File: src/rtl/lc3b_types.sv
// Shared types for the LC-3b memory subsystem.
package lc3b_types;

    typedef enum logic [1:0] {
        IDLE,
        WRITEBACK,
        ALLOCATE
    } lc3b_dcache_state;

    // lru_dataout value that names way A as the victim.
    localparam logic LRU_VICTIM_A = 1'b1;

endpackage

File: src/rtl/sat_counter.sv
// Saturating up-counter with synchronous clear; holds at all-ones instead of wrapping.
module sat_counter #(
    parameter int WIDTH = 16
) (
    input  logic             clk,
    input  logic             i_clear,
    input  logic             i_inc,
    output logic [WIDTH-1:0] o_count
);

    logic [WIDTH-1:0] r_count;

    // NOTE: clocked state uses non-blocking assignments so every register samples pre-edge values.
    always_ff @(posedge clk) begin
        if (i_clear) begin
            r_count <= '0;
        end else if (i_inc && (r_count != '1)) begin
            r_count <= r_count + WIDTH'(1);
        end
    end

    assign o_count = r_count;

endmodule

File: src/rtl/dcache_control.sv
// Two-way set-associative L1 data cache controller: hit handling, write-back and
// allocate sequencing against L2, plus hit/miss/write-back counters.
module dcache_control
    import lc3b_types::*;
#(
    parameter int CNT_WIDTH = 16
) (
    input  logic                 clk,
    input  logic                 reset,
    input  logic                 dcache_read,
    input  logic                 dcache_write,
    output logic                 dcache_resp,
    input  logic                 hit_A,
    input  logic                 hit_B,
    input  logic                 valid_A_dataout,
    input  logic                 valid_B_dataout,
    input  logic                 dirty_A_dataout,
    input  logic                 dirty_B_dataout,
    input  logic                 lru_dataout,
    output logic                 valid_A_write,
    output logic                 valid_B_write,
    output logic                 dirty_A_write,
    output logic                 dirty_B_write,
    output logic                 tag_A_write,
    output logic                 tag_B_write,
    output logic                 data_A_write_ctrl,
    output logic                 data_B_write_ctrl,
    output logic                 lru_write,
    output logic                 valid_A_datain,
    output logic                 valid_B_datain,
    output logic                 dirty_A_datain,
    output logic                 dirty_B_datain,
    output logic                 lru_datain,
    output logic                 pmemaddressmux_sel,
    output logic                 replacemux_sel,
    output logic                 L2_read,
    output logic                 L2_write,
    input  logic                 L2_resp,
    output logic [CNT_WIDTH-1:0] hit_count,
    output logic [CNT_WIDTH-1:0] miss_count,
    output logic [CNT_WIDTH-1:0] wb_count
);

    lc3b_dcache_state r_state;
    lc3b_dcache_state w_next_state;

    logic w_req;
    logic w_hit;
    logic w_victim_a;
    logic w_victim_dirty;
    logic w_hit_inc;
    logic w_miss_inc;
    logic w_wb_inc;
    logic [CNT_WIDTH-1:0] w_hit_cnt;
    logic [CNT_WIDTH-1:0] w_miss_cnt;
    logic [CNT_WIDTH-1:0] w_wb_cnt;

    assign w_req          = dcache_read | dcache_write;
    assign w_hit          = hit_A | hit_B;
    assign w_victim_a     = (lru_dataout == LRU_VICTIM_A);
    assign w_victim_dirty = w_victim_a ? (valid_A_dataout & dirty_A_dataout)
                                       : (valid_B_dataout & dirty_B_dataout);

    always_ff @(posedge clk) begin
        if (reset) begin
            r_state <= IDLE;
        end else begin
            r_state <= w_next_state;
        end
    end

    // NOTE: every output gets a default before the case so no path leaves one unassigned (no latches).
    always_comb begin
        w_next_state       = r_state;
        dcache_resp        = 1'b0;
        valid_A_write      = 1'b0;
        valid_B_write      = 1'b0;
        dirty_A_write      = 1'b0;
        dirty_B_write      = 1'b0;
        tag_A_write        = 1'b0;
        tag_B_write        = 1'b0;
        data_A_write_ctrl  = 1'b0;
        data_B_write_ctrl  = 1'b0;
        lru_write          = 1'b0;
        valid_A_datain     = 1'b0;
        valid_B_datain     = 1'b0;
        dirty_A_datain     = 1'b0;
        dirty_B_datain     = 1'b0;
        lru_datain         = 1'b0;
        pmemaddressmux_sel = 1'b0;
        replacemux_sel     = 1'b0;
        L2_read            = 1'b0;
        L2_write           = 1'b0;
        w_hit_inc          = 1'b0;
        w_miss_inc         = 1'b0;
        w_wb_inc           = 1'b0;

        if (reset) begin
            w_next_state = IDLE;
        end else begin
            replacemux_sel = 1'b1;
            unique case (r_state)
                IDLE: begin
                    if (w_req && w_hit) begin
                        dcache_resp = 1'b1;
                        lru_write   = 1'b1;
                        lru_datain  = !hit_A;
                        w_hit_inc   = 1'b1;
                        if (dcache_write) begin
                            dirty_A_write  = hit_A;
                            dirty_A_datain = hit_A;
                            dirty_B_write  = !hit_A;
                            dirty_B_datain = !hit_A;
                        end
                    end else if (w_req) begin
                        w_miss_inc   = 1'b1;
                        w_next_state = w_victim_dirty ? WRITEBACK : ALLOCATE;
                    end
                end
                WRITEBACK: begin
                    L2_write           = 1'b1;
                    pmemaddressmux_sel = 1'b1;
                    if (L2_resp) begin
                        w_wb_inc     = 1'b1;
                        w_next_state = ALLOCATE;
                    end
                end
                ALLOCATE: begin
                    L2_read        = 1'b1;
                    replacemux_sel = 1'b0;
                    if (L2_resp) begin
                        // Refill the victim way: new line, valid and clean.
                        data_A_write_ctrl = w_victim_a;
                        tag_A_write       = w_victim_a;
                        valid_A_write     = w_victim_a;
                        valid_A_datain    = 1'b1;
                        dirty_A_write     = w_victim_a;
                        data_B_write_ctrl = !w_victim_a;
                        tag_B_write       = !w_victim_a;
                        valid_B_write     = !w_victim_a;
                        valid_B_datain    = 1'b1;
                        dirty_B_write     = !w_victim_a;
                        w_next_state      = IDLE;
                    end
                end
                default: w_next_state = IDLE;
            endcase
        end
    end

    // NOTE: only the counters clear on reset; the metadata arrays live in the datapath and keep their contents.
    sat_counter #(.WIDTH(CNT_WIDTH)) u_hit_counter (
        .clk     (clk),
        .i_clear (reset),
        .i_inc   (w_hit_inc),
        .o_count (w_hit_cnt)
    );

    sat_counter #(.WIDTH(CNT_WIDTH)) u_miss_counter (
        .clk     (clk),
        .i_clear (reset),
        .i_inc   (w_miss_inc),
        .o_count (w_miss_cnt)
    );

    sat_counter #(.WIDTH(CNT_WIDTH)) u_wb_counter (
        .clk     (clk),
        .i_clear (reset),
        .i_inc   (w_wb_inc),
        .o_count (w_wb_cnt)
    );

    assign hit_count  = reset ? '0 : w_hit_cnt;
    assign miss_count = reset ? '0 : w_miss_cnt;
    assign wb_count   = reset ? '0 : w_wb_cnt;

endmodule
File: config.mk
export PLATFORM = sky130hd
export DESIGN_NAME = dcache_control
export DESIGN_NICKNAME = d
export VERILOG_FILES = /design/src/rtl/lc3b_types.sv /design/src/rtl/sat_counter.sv /design/src/rtl/dcache_control.sv
export SDC_FILE = /design/constraint.sdc
export NUM_CORES = 1
export LEC_CHECK = 0
export ABC_AREA = 0
export CORE_MARGIN = 2
export CORE_UTILIZATION = 35
export DETAILED_ROUTE_END_ITERATION = 6
export DONT_BUFFER_PORTS = 1
export GPL_TIMING_DRIVEN = 0
export MAX_ROUTING_LAYER = met4
export SYNTH_ARGS = -nofsm -noshare
export SYNTH_HDL_FRONTEND = slang
export SYNTH_SLANG_ARGS = --single-unit
File: constraint.sdc
create_clock -name clk -period 2.2 [get_ports clk]
set_clock_uncertainty 0.05 [all_clocks]
set_input_delay 0.44 -clock clk [delete_from_list [all_inputs] [get_ports clk]]
set_output_delay 0.44 -clock clk [all_outputs]
set_load 0.01 [all_outputs]
==> impl_metrics.env <==
export IMPL_status="finished, final reports clean"
export IMPL_worstPathArrival_ns=1.66
export IMPL_p_clk_share_pct=38.2
export IMPL_routed_wl_um=8029
export IMPL_grt_overflow=0
export IMPL_hold_depth=2
export IMPL_maxCapViolCount=0
export IMPL_worstPathMaxFanout=8
export IMPL_ant_nets=0
export IMPL_area_growth_syn_to_layout_pct=10.97
export IMPL_synthArstFlopShare_pct=0
export IMPL_n_fill_cell=837
export IMPL_seqPwrFrac_pct=53.5
export IMPL_worstHoldStart="L2_resp"
export IMPL_end_kind="output port"
export IMPL_synth_area_mm2=0.003012
export IMPL_p_per_area_mw_per_mm2=516.7
export IMPL_grt_pass1_wl_um=12940
export IMPL_cts_made_buffers=5
export IMPL_portBuffers=0
export IMPL_h_tree_depth=2
export IMPL_antenna_cells=0
export IMPL_dieWidth_um=96.76
export IMPL_r2r_slack_ns=0.13
export IMPL_antenna_found_initial=0
export IMPL_crit_chain="or3_4 > or2_1 > buf_6 > nor2_1"
export IMPL_crit_required_ns=1.71
export IMPL_crit_buf_inv=1
export IMPL_critPathKind="register to output port"
export IMPL_r2r_cells=6
export IMPL_synth_top_cell_area_share_pct=33.24
export IMPL_synthTopCellsByCount="dfxtp_1 (50), nor2_1 (46), nor2b_1 (44), nand2_1 (25), nor3_1 (21)"
export IMPL_ys_seq_elements=50
export IMPL_startpoint_type="register"
export IMPL_hold_viol=0
export IMPL_cts_tree="done"
export IMPL_p_sw_w=0.0004243
export IMPL_critical_path_slowest_cell="or3_4"
export IMPL_initial_core_util_pct=36.29
export IMPL_synth_largest_area_cell="dfxtp_1"
export IMPL_numClockSinks=50
export IMPL_synth_area_per_cell_um2=7.863
export IMPL_tightest_slew_ns=0.6333
export IMPL_swShare_pct=24.58
export IMPL_num_vias=2719
export IMPL_p_leak_nw=1.068
export IMPL_drtPass1Iterations=5
export IMPL_fmax_mhz=464.4
export IMPL_p_int_w=0.001302
export IMPL_irDropWorstVdd_mv=0.2976
export IMPL_first_iter_violations=102
export IMPL_setup_viol=0
export IMPL_clk_pin_slew_worst_paths_ns=0.10
export IMPL_reg2reg_to="u_hit_counter.o_count[15]"
export IMPL_worstReg2RegStart="r_state[0]"
export IMPL_avgRoutedWirePerCell_um=16.15
export IMPL_drc=0
export IMPL_coreArea_mm2=0.008299
export IMPL_grt_pass1_vias=2471
export IMPL_timing_final_max_slew_violations=0
export IMPL_drive_gt1_share_pct=13.27
export IMPL_yosysWarnings=0
export IMPL_finalNetCount=406
export IMPL_hold_path_class="input pin to register"
export IMPL_seq_area_mm2=0.001002
export IMPL_grt_max_degree=16
export IMPL_synthFlopType="dfxtp_1"
export IMPL_place_congestion=0.8587
export IMPL_via_per_inst=5.471
export IMPL_dieArea_mm2=0.009363
export IMPL_fin_crit_ns=2.153
export IMPL_critical_path_top_delay_family="simple AND/OR/NAND/NOR gates"
export IMPL_post_route_period_util_pct=97.88
export IMPL_dp_hpwl_um=6039
export IMPL_hold_path_end="r_state[0]"
export IMPL_finalCoreUtilization_pct=40.27
export IMPL_multi_input_area_mm2=0.001902
export IMPL_io_pins=79
export IMPL_ys_top_cells_by_area="dfxtp_1 (33%), nor2b_1 (9.1%), xnor2_1 (5.8%), nor2_1 (5.7%), nand4_1 (3.7%)"
export IMPL_synth_seq_area_share_pct=33.24
export IMPL_groute_usage_overall_pct=17.28
export IMPL_comb_power_share_pct=8.4
export IMPL_rsz0062_at_grt="no"
export IMPL_ctsHoldBuffers=0
export IMPL_root_buffer="clkbuf_8"
export IMPL_setup_tns_ns=0
export IMPL_cp_slowest_stage_delay_ns=0.42
export IMPL_slew_headroom_pct=57.43
export IMPL_synth_edff_count=0
export IMPL_synth_most_common_cell="dfxtp_1"
export IMPL_synth_cell_type_count=45
export IMPL_syn_nets=398
export IMPL_num_rows=33
export IMPL_cts_buffer_depth=2
export IMPL_insertion_delay_ns=0.31
export IMPL_die_h_um=96.76
export IMPL_syn_instance_count=383
[stage by stage]
| step | worst slack (ns) | cell area, µm² | hold WS [ns] | std cells | total power (W) |
|---|---|---|---|---|---|
| 2_1_floorplan | 0.05011 | 3018 | 0.4256 | 383 | 0.001037 |
| 3_5_place_dp | -0.9245 | 3149 | 0.4571 | 488 | 0.001074 |
| 5_1_grt | 0.002253 | 3342 | 0.2894 | 497 | 0.001797 |
| 3_3_place_gp | -0.8679 | 3149 | 0.4468 | 488 | 0.001071 |
| 4_1_cts | 0.01566 | 3323 | 0.2900 | 496 | 0.001746 |
| 6_report | 0.04656 | 3342 | 0.2967 | 497 | 0.001727 |
[worst max-delay path by stage]
| stage | depth (start not counted) | to | startpoint | slack [ns] |
|---|---|---|---|---|
| floorplan | 5 | hit_count[4] | reset | 0.05 |
| global placement | 5 | miss_count[2] | reset | -0.87 |
| detailed placement | 5 | miss_count[2] | reset | -0.92 |
| CTS | 5 | lru_write | r_state[0] | 0.02 |
| global route | 5 | lru_write | r_state[0] | 0.002 |
| finish | 4 | lru_datain | r_state[0] | 0.05 |
[metal layers]
| layer | vias up | part of all wire [%] | GRT usage, % |
|---|---|---|---|
| li1 | 1364 | - | - |
| met1 | 1278 | 47 | 22.20 |
| met2 | 73 | 46 | 27.19 |
| met3 | 4 | 6.4 | 4.624 |
| met4 | 0 | 0.73 | 4.225 |
| met5 | - | 0 | - |
[what timing repair did]
action	4_1_cts	5_1_grt
setup buffers	0	1
pin swaps	3	2
resized for setup	24	4
endpoints found under the setup margin	76	9
[power by group through the flow]
stage	Combinational, W	Clock [W]	Sequential, W
floorplan	0.0000949	0	0.000942
global placement	0.000128	0	0.000943
finish	0.000144	0.000659	0.000923
detailed placement	0.000130	0	0.000944
global route	0.000158	0.000714	0.000925
CTS	0.000143	0.000680	0.000923
[placed cells by master (no fill, tap or decap), types with 4 or more instances in the layout]
cell / synthesis / layout
a211oi_1: 5 / 5
a21oi_1: 12 / 12
and2_1: 8 / 7
and3_1: 5 / 5
and4_1: 8 / 8
buf_2: 4 / 5
buf_4: 7 / 10
clkbuf_1: 8 / 5
clkbuf_8: 0 / 5
dfxtp_1: 50 / 49
inv_1: 8 / 7
mux2_2: 4 / 4
nand2_1: 25 / 24
nand3_1: 19 / 19
nand4_1: 18 / 18
nor2_1: 46 / 46
nor2b_1: 44 / 44
nor3_1: 21 / 20
nor4_1: 9 / 7
nor4_2: 4 / 5
o21ai_0: 11 / 11
or3_1: 4 / 4
or4_1: 4 / 4
xnor2_1: 20 / 20
xor2_1: 5 / 5
[flip-flops by register name (all words and copies together) (netlist names)]
name	flops
u_wb_counter.o_count	16
r_state	2
u_hit_counter.o_count	16
u_miss_counter.o_count	16
[kinds of logic (layout without fill, tap and decap cells)]
group           after synthesis  after routing  synth area share, %
simple gates                228            228                42.87
flops                        50             50                33.24
compound gates               38             38                7.728
buf+inv                      32             41                5.027
xor+xnor                     25             25                7.270
mux                           7              7                2.617
fa+ha+maj                     3              3                1.246
[layout make-up]
cell class / instances / share of cell area [%]
clock inverter: 2 / 1.123
tap: 105 / 3.931
clock buffer: 6 / 2.171
buffer: 24 / 4.680
timing repair buffer: 1 / 0.2246
inverter: 8 / 0.9734
sequential: 50 / 29.99
multi-input combinational: 301 / 56.91
(Power assumes the default switching activity.)
